File: config.mk
export PLATFORM = sky130hd
export DESIGN_NAME = io_button_ctrl
export DESIGN_NICKNAME = d
export VERILOG_FILES = /design/src/rtl/io_button_ctrl.sv
export SDC_FILE = /design/constraint.sdc
export NUM_CORES = 1
export LEC_CHECK = 0
export CORE_MARGIN = 2
export CORE_UTILIZATION = 60
export CTS_CLUSTER_DIAMETER = 100
export DETAILED_ROUTE_END_ITERATION = 12
export PLACE_DENSITY_LB_ADDON = 0.15
export SLEW_MARGIN = 40
export SYNTH_ARGS = -nofsm -noshare
export SYNTH_HDL_FRONTEND = slang
export SYNTH_SLANG_ARGS = --single-unit
File: constraint.sdc
create_clock -name clk -period 5.8 [get_ports clk]
set_clock_uncertainty 0.15 [all_clocks]
set_input_delay 1.16 -clock clk [delete_from_list [all_inputs] [get_ports clk]]
set_output_delay 1.16 -clock clk [all_outputs]
set_load 0.005 [all_outputs]
File: src/rtl/io_button_ctrl.sv
// Memory-mapped push-button peripheral: synchronises and debounces raw keys,
// latches press events as sticky flags and returns a status word on read.
module io_button_ctrl #(
  parameter int N_BTN           = 4,
  parameter int DEBOUNCE_CYCLES = 250000,
  parameter int DATA_WIDTH      = 32
) (
  input  logic                  clk,
  input  logic                  rst,
  input  logic [N_BTN-1:0]      btn_n,
  input  logic [1:0]            btn_selecc,
  input  logic                  rd_enb,
  output logic [DATA_WIDTH-1:0] rd_data,
  output logic [N_BTN-1:0]      btn_level,
  output logic                  press_pending
);

  localparam int              CNT_W  = $clog2(DEBOUNCE_CYCLES);
  localparam logic [CNT_W-1:0] CNT_TC = CNT_W'(DEBOUNCE_CYCLES - 1);

  logic [N_BTN-1:0]      sync1_q, sync1_d;
  logic [N_BTN-1:0]      sync2_q, sync2_d;
  logic [N_BTN-1:0]      stable_q, stable_d;
  logic [N_BTN-1:0]      event_q, event_d;
  logic [CNT_W-1:0]      cnt_q [N_BTN];
  logic [CNT_W-1:0]      cnt_d [N_BTN];
  logic [DATA_WIDTH-1:0] rd_data_q, rd_data_d;

  always_comb begin
    sync1_d   = ~btn_n;
    sync2_d   = sync1_q;
    stable_d  = stable_q;
    event_d   = event_q;
    rd_data_d = rd_data_q;

    for (int i = 0; i < N_BTN; i++) begin
      cnt_d[i] = cnt_q[i];
      if (sync2_q[i] == stable_q[i]) begin
        cnt_d[i] = '0;
      end else if (cnt_q[i] == CNT_TC) begin
        stable_d[i] = sync2_q[i];
        cnt_d[i]    = '0;
      end else begin
        cnt_d[i] = cnt_q[i] + CNT_W'(1);
      end
    end

    // Level bit reports the newly accepted level; event bit reports the pre-clear flag.
    if (rd_enb) begin
      rd_data_d = '0;
      for (int i = 0; i < N_BTN; i++) begin
        if (btn_selecc == 2'(i)) begin
          rd_data_d[1] = stable_d[i];
          rd_data_d[0] = event_q[i];
          event_d[i]   = 1'b0;
        end
      end
    end

    // Applied after the read clear so a coincident press keeps the flag set.
    for (int i = 0; i < N_BTN; i++) begin
      if (stable_d[i] && !stable_q[i]) begin
        event_d[i] = 1'b1;
      end
    end
  end

  always_ff @(posedge clk) begin
    if (!rst) begin
      sync1_q   <= '0;
      sync2_q   <= '0;
      stable_q  <= '0;
      event_q   <= '0;
      rd_data_q <= '0;
      for (int i = 0; i < N_BTN; i++) begin
        cnt_q[i] <= '0;
      end
    end else begin
      sync1_q   <= sync1_d;
      sync2_q   <= sync2_d;
      stable_q  <= stable_d;
      event_q   <= event_d;
      rd_data_q <= rd_data_d;
      for (int i = 0; i < N_BTN; i++) begin
        cnt_q[i] <= cnt_d[i];
      end
    end
  end

  assign rd_data       = rd_data_q;
  assign btn_level     = stable_q;
  assign press_pending = |event_q;

endmodule

---- After elaboration in Yosys (flattened, before gate mapping) ----
Memory sizes are Yosys's and may differ from the RTL's.
Index checks and enable logic that the tools add are counted.
word-level totals
  flip-flop bits (word level) ............. 18
  RAM bits ................................ 72
  input bits .............................. 9
  output and inout port bits .............. 37
  logic and storage cells ................. 86
  memories ................................ 1
memory list
  name   words  width  read ports  clocked after Yosys merged registers in  write ports  RTL line  source
  cnt_q  4      18     4           0                                        4            25        logic [CNT_W-1:0] cnt_q [N_BTN];
cells by class
  add/sub/neg operators ................... 4
  equality and inequality tests ........... 11
  mux-type cells .......................... 35
  bitwise gates (word level) .............. 5
  reductions and logical operators ........ 22
operators with widths
  cell                                                  count
  two-way mux 18 bit                                    12
  adder 18 x 1 -> 18 bit (second input constant)        4
  equality test 18 bit (second input constant)          4
  two-way mux 1 bit                                     18
  nonzero test 2 bit                                    8
  two-way mux 2 bit                                     4
  AND reduction 2 bit                                   4
  equality test 1 bit                                   4
  equality test 2 bit (second input constant)           2
  logical AND 1 bit                                     4
  zero test 1 bit                                       4
  two-way mux 4 bit                                     1
  inverter 4 bit                                        1
  OR 1 bit                                              4
  OR reduction 4 bit                                    1
  equality test 2 x 1 -> 1 bit (second input constant)  1
  zero test 2 bit                                       1

---- Depth between registers and ports, before layout ----
An unclocked memory read counts as a cell.
  depth after elaboration ................. 8
  gate-level depth with buffers ........... 8
  mapped depth without buffers ............ 7

---- Least setup slack after synthesis ----
No wires, ideal clock.
  path kind ............................... input to register
  from .................................... in rst
  to ...................................... mem cnt_q[3][11] (netlist bit)
  library setup time ...................... 64 ps
  data arrival time ....................... 2002 ps
  setup slack ............................. 3584 ps
  stages on the path ...................... 5
  path through ............................ inv_1 or3_1 buf_2 buf_2 nor2_1
RTL lines
  item         RTL line  source
  from (decl)  9         input logic rst,
  to (decl)    25

---- Final worst setup path ----
  from .................................... reg event_q[3]
  to ...................................... out press_pending
between the ends
  longest elaborated chain between the ends .. 1
RTL lines
  item                    RTL line  source
  from (decl)             24        logic [N_BTN-1:0] event_q, event_d;
  from (signal assigned)  82        event_q <= event_d;
  OR reduction 4 bit      92        assign press_pending = |event_q;
  to (decl)               15        output logic press_pending
No other way between the ends.

==> reports/summary.txt <==
status - complete, no violations
commonest non-fill, non-tap cell in the layout - nor2_1
largest net degree at the start of global routing - 19
Worst-Skew Late Latency - 0.35 ns
final hold violations - 0
Yosys warnings - 0
vias in the first global route - 2567
max cap viols - 0
Area Overhead vs Synth - 7.28%
Fmax - 332 MHz
DR iter-0 viols - 96
final core occ - 67.0%
Clock Sink Count - 90
synthesized area - 3990 sq um
Tcrit/Tclk final - 51.9%
Avg Synthesized Cell Area - 8.75 sq um
Starting Density - 62.5%
Setup Fix Bufs, Post-CTS - 0
setup TNS - 0 ns
crit-path cells - or4_1, clkdlybuf4s50_1
commonest cells after routing, fill and taps aside - nor2_1, dfxtp_1, xor2_1, conb_1, nand3_1
I/O Buffers - 15
Crit Path Category - flip-flop to primary output
WL per Instance - 11.7 um
Critical-path top delay cell - or4_1
Chip Height - 85.5 um
transition time of the tightest slew-check pin - 0.648 ns
TritonCTS clock tree - yes
leak pwr - 1.47 nW
Max IR drop VDD - 225 uV
register area share after synthesis - 45.2%
Tot GR Track Use - 18.9%
pwr dens - 251 nW/um^2
Largest stage delay, worst path - 0.56 ns
Worst Path Required - 4.49 ns
Routed WL - 6480 um
fin. max-slew vios - 0
minimum clock period - 3.01 ns
Slew HR - 56.4%
Synth Instances - 456
drt pass-1 iters - 4
ANT cells - 0
final setup fails - 0
Clock Tree Buf Depth - 2
# DRC - 0
Reg2Reg Setup Slack - 3.65 ns
H-tree depth - 3
detailed placement HPWL - 4610 um
GP Congestion - 0.765
initial antenna violation count - 0
area of the core - 6390 sq um
post-cts sizing count - 0
Site Rows - 29
Post-synth EDFFs - 0
worst hold slack - 0.291 ns
via count - 2882
share of cells above drive strength 1 - 5.24%
dpl ws - 2.59 ns
number of vias per cell - 5.20
clock transition at the registers of the reported paths - 0.09 ns
Netlist cell types - 39
total CTS buffers - 9
critical path arrival - 1.70 ns
nets - 485
post-synthesis async set-or-reset flop share - 0%
flops & latches, synth - 90
post-route antenna net violation count - 0
first-pass GRT wire length - 11200 um
RSZ-0062 raised after global routing - no
GRT overflow - 0
die area - 7320 sq um
Startpoint Class - flip-flop
Critical Path Fanout Max - 3
I/O Pins - 46
Die X - 85.5 um
commonest register cell after synthesis - dfxtp_1
Worst Slack Setup Final - 2.79 ns
hold_buf cts - 0
root buffer cell - clkbuf_8
class of the worst hold path - flip-flop to flip-flop
crit end category - primary output
==> per-layer routing <==
metal	share of wire, %	global-route usage (%)	wire length, um	up-vias
met3	3.9	4.52	251	7
met2	45	29.9	2900	64
met4	1.5	6.93	97	0
met1	50	25.3	3230	1327
met5	0	0	0	-
li1	-	-	-	1484
==> worst paths after layout <==
check,from,to,cells after the start
worst max-delay path,event_q[3],press_pending,2
worst min register to register,sync1_q[0],sync2_q[0],1
worst max register to register,cnt_q[0][9],cnt_q[0][17],4
worst min-delay path,sync1_q[0],sync2_q[0],1
==> report_power, final <==
group	internal, mW	leakage, nW	switching [mW]
clock network	0.203	0.100	0.221
registers	0.621	0.727	0.00212
logic	0.0106	0.639	0.0168
total	0.834	1.47	0.239
==> sequential cells by signal (all words and copies together) (netlist names) <==
| name | count |
|---|---|
| event_q | 4 |
| sync1_q | 4 |
| cnt_q | 72 |
| sync2_q | 4 |
| btn_level | 4 |
| rd_data | 2 |
==> critical path: cells and delay by family, from the launching register on <==
family / cells / cell delay (ns)
simple gates: 1 / 0.56
flops: 1 / 0.32
buf+inv: 1 / 0.47
==> area by class of cell <==
| class | count | area [sq um] |
|---|---|---|
| Fill cell | 557 | 2110 |
| Multi-Input combinational cell | 344 | 1980 |
| Sequential cell | 90 | 1800 |
| Timing Repair Buffer | 16 | 158 |
| Clock buffer | 9 | 124 |
| Tap cell | 77 | 96.3 |
| Clock inverter | 7 | 77.6 |
| Inverter | 11 | 41.3 |
==> metrics by stage <==
step / instances / instance area [sq um] / total power [mW]
2_1_floorplan: 485 / 4100 / 0.669
3_3_place_gp: 538 / 4080 / 0.664
3_5_place_dp: 538 / 4080 / 0.665
4_1_cts: 554 / 4280 / 1.09
5_1_grt: 554 / 4280 / 1.12
6_report: 554 / 4280 / 1.07
==> synthesized netlist by cell type, types with 8 or more instances <==
cell / instances / area, sq um
nor2_1: 96 / 360
dfxtp_1: 90 / 1800
xor2_1: 36 / 315
buf_4: 31 / 233
nand3_1: 29 / 145
xnor2_1: 28 / 245
nand2_1: 27 / 101
and3_1: 16 / 100
inv_1: 11 / 41.3
a21oi_1: 9 / 45.0
nand4_1: 9 / 56.3
or3_1: 9 / 56.3
o21ai_0: 8 / 40.0
==> cells by family after synthesis <==
family	count (synthesis)	share of synthesized area, %
simple gates	219	26.7
fa+ha+maj	4	1.25
mux	5	1.57
buf+inv	51	7.90
other cells	1	0.0940
compound gates	22	3.23
flops	90	45.2
xor+xnor	64	14.1
(Power assumes the default switching activity.)
